File: src/rtl/lsu_pkg.sv
// Shared types for the load/store unit: FSM states, default widths and the
// captured request record. The optional byte path is LSU_BYTE_ACCESS_EN.
package lsu_pkg;

    localparam int LSU_DATA_W = 16;
    localparam int LSU_ADDR_W = 16;
    localparam int LSU_TAG_W  = 3;
    localparam int LSU_DEPTH  = 16;

    typedef enum logic [1:0] {
        IDLE   = 2'd0,
        ACCESS = 2'd1,
        MERGE  = 2'd2,
        RESP   = 2'd3
    } lsu_state_e;

    // Request as latched in IDLE; held unchanged until the next accept.
    typedef struct packed {
        logic                  write;
        logic                  is_byte;
        logic                  hi;
        logic                  sgn;
        logic [LSU_ADDR_W-1:0] addr;
        logic [LSU_DATA_W-1:0] wdata;
        logic [LSU_TAG_W-1:0]  tag;
    } lsu_req_t;

endpackage

File: src/rtl/byte_lane_merge.sv
// Byte lane helper for the load/store unit (built only with LSU_BYTE_ACCESS_EN).
// Loads: pick the addressed lane and zero/sign extend it to a word.
// Stores: replace the addressed lane of an old word with the new byte.
`ifdef LSU_BYTE_ACCESS_EN
module byte_lane_merge
    import lsu_pkg::*;
(
    input  logic [LSU_DATA_W-1:0] word,
    input  logic                  hi,
    input  logic                  sgn,
    input  logic [7:0]            wbyte,
    output logic [LSU_DATA_W-1:0] load_val,
    output logic [LSU_DATA_W-1:0] store_val
);

    localparam int NUM_LANES = LSU_DATA_W / 8;

    logic [NUM_LANES-1:0][7:0] lanes_in;
    logic [NUM_LANES-1:0][7:0] lanes_out;
    logic [7:0]                lane;

    assign lanes_in = word;
    assign lane     = lanes_in[hi];
    assign load_val = {{(LSU_DATA_W-8){sgn & lane[7]}}, lane};

    // Each lane passes through unless it is the one being written.
    for (genvar i = 0; i < NUM_LANES; i++) begin : g_lane
        assign lanes_out[i] = (i == int'(hi)) ? wbyte : lanes_in[i];
    end

    assign store_val = lanes_out;

endmodule
`endif

File: src/rtl/load_store_unit.sv
// Memory stage: one request in, one data-memory access (two for a byte
// store read-modify-write), one response out. Addresses >= DEPTH fault
// without touching memory. Optional byte access: LSU_BYTE_ACCESS_EN.
module load_store_unit
    import lsu_pkg::*;
#(
    parameter int DATA_W = LSU_DATA_W,
    parameter int ADDR_W = LSU_ADDR_W,
    parameter int DEPTH  = LSU_DEPTH,
    parameter int TAG_W  = LSU_TAG_W
)(
    input  logic              clock,
    input  logic              reset,
    input  logic              req_valid,
    output logic              req_ready,
    input  logic              req_write,
    input  logic              req_byte,
    input  logic              req_hi,
    input  logic              req_signed,
    input  logic [ADDR_W-1:0] req_addr,
    input  logic [DATA_W-1:0] req_wdata,
    input  logic [TAG_W-1:0]  req_tag,
    output logic              resp_valid,
    input  logic              resp_ready,
    output logic [DATA_W-1:0] resp_data,
    output logic [TAG_W-1:0]  resp_tag,
    output logic              resp_fault,
    output logic [ADDR_W-1:0] mem_address,
    output logic [DATA_W-1:0] mem_wdata,
    output logic              mem_memwrite,
    output logic              mem_memread,
    input  logic [DATA_W-1:0] mem_rdata
);

    lsu_state_e        state, state_nx;
    lsu_req_t          req_q;
    logic              fault;
    logic              is_byte;
    logic [DATA_W-1:0] load_val;

    // Ready and valid come straight from state, so there is no
    // combinational path from resp_ready to req_ready.
    assign req_ready  = (state == IDLE);
    assign resp_valid = (state == RESP);
    assign fault      = (32'(req_q.addr) >= 32'(DEPTH));

`ifdef LSU_BYTE_ACCESS_EN
    logic [DATA_W-1:0] old_q;
    logic [DATA_W-1:0] lane_word;
    logic [DATA_W-1:0] byte_load;
    logic [DATA_W-1:0] byte_store;

    assign is_byte   = req_q.is_byte;
    // ACCESS extracts from the live read; MERGE inserts into the saved word.
    assign lane_word = (state == MERGE) ? old_q : mem_rdata;
    assign load_val  = is_byte ? byte_load : mem_rdata;

    byte_lane_merge u_merge (
        .word      (lane_word),
        .hi        (req_q.hi),
        .sgn       (req_q.sgn),
        .wbyte     (req_q.wdata[7:0]),
        .load_val  (byte_load),
        .store_val (byte_store)
    );

    // Old word for the read-modify-write, sampled during ACCESS.
    always_ff @(posedge clock) begin
        if (reset)
            old_q <= '0;
        else if (state == ACCESS)
            old_q <= mem_rdata;
    end
`else
    // Byte controls are captured but have no effect in the word-only build.
    logic lsu_cfg_unused;
    assign lsu_cfg_unused = ^{req_q.is_byte, req_q.hi, req_q.sgn};
    assign is_byte  = 1'b0;
    assign load_val = mem_rdata;
`endif

    // Next state and memory strobes; reset forces everything quiet.
    always_comb begin
        state_nx     = state;
        mem_address  = '0;
        mem_wdata    = '0;
        mem_memread  = 1'b0;
        mem_memwrite = 1'b0;
        case (state)
            IDLE: begin
                if (req_valid)
                    state_nx = ACCESS;
            end
            ACCESS: begin
                state_nx = RESP;
                if (!fault) begin
                    mem_address = req_q.addr;
                    if (!req_q.write) begin
                        mem_memread = 1'b1;
                    end else if (is_byte) begin
                        mem_memread = 1'b1;
                        state_nx    = MERGE;
                    end else begin
                        mem_memwrite = 1'b1;
                        mem_wdata    = req_q.wdata;
                    end
                end
            end
            MERGE: begin
`ifdef LSU_BYTE_ACCESS_EN
                mem_address  = req_q.addr;
                mem_memwrite = 1'b1;
                mem_wdata    = byte_store;
                state_nx     = RESP;
`else
                state_nx     = IDLE;
`endif
            end
            RESP: begin
                if (resp_ready)
                    state_nx = IDLE;
            end
            default: state_nx = IDLE;
        endcase
        if (reset) begin
            mem_address  = '0;
            mem_wdata    = '0;
            mem_memread  = 1'b0;
            mem_memwrite = 1'b0;
            state_nx     = IDLE;
        end
    end

    // State, request capture and response registers.
    always_ff @(posedge clock) begin
        if (reset) begin
            state      <= IDLE;
            req_q      <= '0;
            resp_data  <= '0;
            resp_tag   <= '0;
            resp_fault <= 1'b0;
        end else begin
            state <= state_nx;
            if (state == IDLE && req_valid)
                req_q <= '{write: req_write, is_byte: req_byte, hi: req_hi,
                           sgn: req_signed, addr: req_addr, wdata: req_wdata,
                           tag: req_tag};
            if (state == ACCESS) begin
                resp_tag   <= req_q.tag;
                resp_fault <= fault;
                resp_data  <= (fault || req_q.write) ? '0 : load_val;
            end
        end
    end

endmodule

File: config.mk
export PLATFORM = sky130hd
export DESIGN_NAME = load_store_unit
export DESIGN_NICKNAME = d
export VERILOG_FILES = /design/src/rtl/lsu_pkg.sv /design/src/rtl/byte_lane_merge.sv /design/src/rtl/load_store_unit.sv
export SDC_FILE = /design/constraint.sdc
export NUM_CORES = 1
export LEC_CHECK = 0
export BUFFER_PORTS_ARGS = -buffer_cell sky130_fd_sc_hd__clkbuf_2
export CAP_MARGIN = 5
export CORE_MARGIN = 4
export CORE_UTILIZATION = 45
export CTS_BUF_LIST = sky130_fd_sc_hd__clkbuf_4 sky130_fd_sc_hd__clkbuf_8 sky130_fd_sc_hd__clkbuf_16
export DETAILED_ROUTE_END_ITERATION = 12
export GPL_TIMING_DRIVEN = 0
export MAX_ROUTING_LAYER = met4
export PLACE_DENSITY = 0.83
export SLEW_MARGIN = 30
export SYNTH_ARGS = -nofsm -noshare
export SYNTH_HDL_FRONTEND = slang
export SYNTH_SLANG_ARGS = --single-unit
File: constraint.sdc
create_clock -name clock -period 4.05 [get_ports clock]
set_input_delay 0.2025 -clock clock [delete_from_list [all_inputs] [get_ports clock]]
set_output_delay 0.2025 -clock clock [all_outputs]
set_load 0.05 [all_outputs]
==> results.py <==
metrics = {
    "power": {
        "leakagePower_nw": 1.59,
        "finalPower_w": 0.00146,
        "power.density_nw_per_um2": 418,
        "peakVddDrop_v": 0.000229,
    },
    "sta": {
        "final.setup_skew_ns": 0.00745,
        "rsz0062_at_grt": "false",
        "hold_viol_final": 0,
        "min_period_ns": 2.22,
        "period_share_pct": 54.8,
        "setup-tns-final_ns": 0,
        "slew_viol_final": 0,
        "setup_violations": 0,
        "fmax_ghz": 0.451,
        "holdWs_ns": 0.0832,
    },
    "setup_path": {
        "worstPathArrival_ns": 2.02,
        "r2r-start": "state[1]$_SDFFE_PP0P_",
        "cp.required_ns": 3.85,
        "critPathCapture": "mem_wdata[5]",
        "end_kind": "output pin",
        "critPathKind": "register to output pin",
        "ff2ff_path_depth": 6,
        "critPathLaunch": "state[0]$_SDFFE_PP0P_",
        "rr_endpoint": "req_q[8]$_SDFFE_PP0P_",
        "cp-start-kind": "register",
        "cp_max_fo": 10,
        "r2r_slack_ns": 2.61,
    },
    "cells_and_area": {
        "drive_gt1_share_pct": 40.8,
        "nFillCells": 517,
        "fin_cells": 511,
        "layout.nets": 493,
        "syn_to_final_growth_pct": 31.3,
        "diodes": 0,
    },
    "clock_network": {
        "clock_latency_ns": 0.34,
        "hold_buffers": 0,
        "cts_tree": "built",
        "cts_resized": 0,
        "cts_setup_buffers": 0,
        "cts_root_buf": "clkbuf_8",
        "h-tree-depth": 3,
        "clock_sinks": 58,
        "clk_pin_slew_worst_paths_ns": 0.07,
        "clockBufferDepth": 2,
        "cts_buffers": 9,
    },
    "route": {
        "via_per_inst": 4.66,
        "drc": 0,
        "drtIter0Drc": 73,
        "wire_per_inst_microns": 12.3,
        "postRouteAntennaNets": 0,
        "num_vias": 2383,
        "dr.pass1.iters": 4,
        "wirelength_mm": 6.28,
    },
    "die": {
        "pin_count": 115,
        "die_h_microns": 84.8,
        "die-area_sq_um": 7190,
        "rows": 27,
        "initial_core_util_pct": 47.3,
        "core-area_sq_um": 5610,
        "die_w_microns": 84.8,
    },
    "grt": {
        "grt_pass1_wl_mm": 10.5,
        "antenna_found_initial": 0,
        "grt_pass1_vias": 2348,
        "grt_max_degree": 11,
        "grt_util_all_layers_pct": 18.9,
        "gr-total-overflow": 0,
    },
    "yosys": {
        "synth-seq-area-share_pct": 43.7,
        "yosysWarnings": 0,
        "yosys.area.top_type": "dfxtp_1",
        "ys_types": 28,
        "synthCells": 314,
        "ys_ff_latch": 58,
        "yosys-top-cells-area": "dfxtp_1, nand2_1, a21oi_1, nor3_2, inv_1",
        "avgSynthCellArea_sq_um": 8.46,
        "syn_area_sq_um": 2660,
        "synth_top_area_share_pct": 43.7,
    },
    "placed_design": {
        "port_buffers": 98,
        "place.gp.congestion": 0.792,
        "dp.cells": 495,
        "hpwlAfterDp_mm": 4.80,
    },
    "status": {
        "status": "complete, no violations",
    },
    "flow_run": {
        "maxCapViolCount": 0,
    },
    "worst_hold_path": {
        "hp-class": "input pin to register",
        "worstHoldStart": "req_wdata[14]",
    },
}
[cell usage in the layout (no fill, tap or decap)]
master      count
o21ai_0         6
a21oi_1        39
o21ai_2         9
clkbuf_4        1
and2_1          1
nand3_1        16
clkbuf_1        4
buf_2           5
o21ai_1         1
nor4_4          3
buf_4          15
dfxtp_1        58
clkbuf_2       98
clkbuf_8       11
or3b_1          1
and3_1          1
inv_1          35
buf_6           9
nor3b_4         1
clkinv_2        1
bufinv_16       1
nor3b_2         3
and2b_1         1
o211a_1         1
nor4b_4         1
nor3_2         16
conb_1         12
nand4_4         2
nor2_1          2
nor3b_1         1
a31o_2          1
clkinvlp_4      2
nand2_1        80
nand2b_1        1
[critical path, stage by stage (launching register included)]
cell,delay (ns)
dfxtp_1,0.50
and2b_1,0.30
nand4_4,0.16
buf_6,0.20
nor3_2,0.20
clkbuf_2,0.31
[how the worst min path moves through the flow]
stage | cells after the start | end
after floorplan | 2 | resp_data[15]$_SDFFE_PP0P_
after global placement | 3 | req_q[9]$_SDFFE_PP0P_
after detailed placement | 3 | req_q[17]$_SDFFE_PP0P_
after CTS | 3 | resp_data[15]$_SDFFE_PP0P_
after global routing | 3 | req_q[14]$_SDFFE_PP0P_
final | 3 | req_q[17]$_SDFFE_PP0P_
[final cells by class]
cell class	instances	area [sq um]	share of cell area (%)
flip-flops and latches	58	1160	33.3
clock buffers	12	159	4.56
inverters	35	131	3.77
clock inverters	4	50.0	1.44
multi-input cells	199	1150	33.0
plain buffers	33	254	7.29
repair buffers	98	490	14.1
well taps	72	90.1	2.58
[metal layers]
metal | wire, microns | track usage [%] | vias up
met1 | 2510 | 20.8 | 1070
met3 | 366 | 4.95 | 15
met4 | 176 | 9.06 | 0
li1 | - | - | 1219
met5 | 0 | - | -
met2 | 3230 | 31.8 | 79
[synth_stat cells]
| master | instances |
|---|---|
| a21oi_1 | 39 |
| a31o_2 | 1 |
| and2_1 | 1 |
| and2b_1 | 1 |
| and3_1 | 1 |
| buf_2 | 5 |
| buf_4 | 15 |
| buf_6 | 9 |
| clkbuf_1 | 4 |
| conb_1 | 1 |
| dfxtp_1 | 58 |
| inv_1 | 35 |
| nand2_1 | 80 |
| nand2b_1 | 1 |
| nand3_1 | 16 |
| nand4_4 | 2 |
| nor2_1 | 2 |
| nor3_2 | 16 |
| nor3b_1 | 1 |
| nor3b_2 | 3 |
| nor3b_4 | 1 |
| nor4_4 | 3 |
| nor4b_4 | 1 |
| o211a_1 | 1 |
| o21ai_0 | 6 |
| o21ai_1 | 1 |
| o21ai_2 | 9 |
| or3b_1 | 1 |
[power breakdown]
group          internal, W  total, W  switching (W)
registers         0.000606  0.000630      0.0000238
clock network     0.000323  0.000547       0.000224
logic            0.0000981  0.000281       0.000183
[state kept, by name, indices dropped and copies added (netlist names)]
| register | flops |
|---|---|
| resp_fault | 1 |
| state | 2 |
| resp_data | 16 |
| resp_tag | 3 |
| req_q | 36 |
[logic make-up after synthesis]
family                 Yosys count  synth area share [%]
other                            1                 0.141
flip-flops                      58                  43.7
buffers and inverters           68                  14.5
AO/OA/AOI/OAI                   57                  12.3
AND/OR/NAND/NOR                130                  29.3
[metrics by stage]
| step | setup slack (ns) | utilization (%) | instance area [sq um] |
|---|---|---|---|
| detailed placement | 2.22 | 58.4 | 3280 |
| CTS | 1.83 | 62.2 | 3490 |
| floorplan | 1.79 | - | 2700 |
| global placement | 2.23 | 58.4 | 3280 |
| global route | 1.70 | 62.2 | 3490 |
| finish | 1.83 | 62.2 | 3490 |
Power figures use the tool's default switching activity.
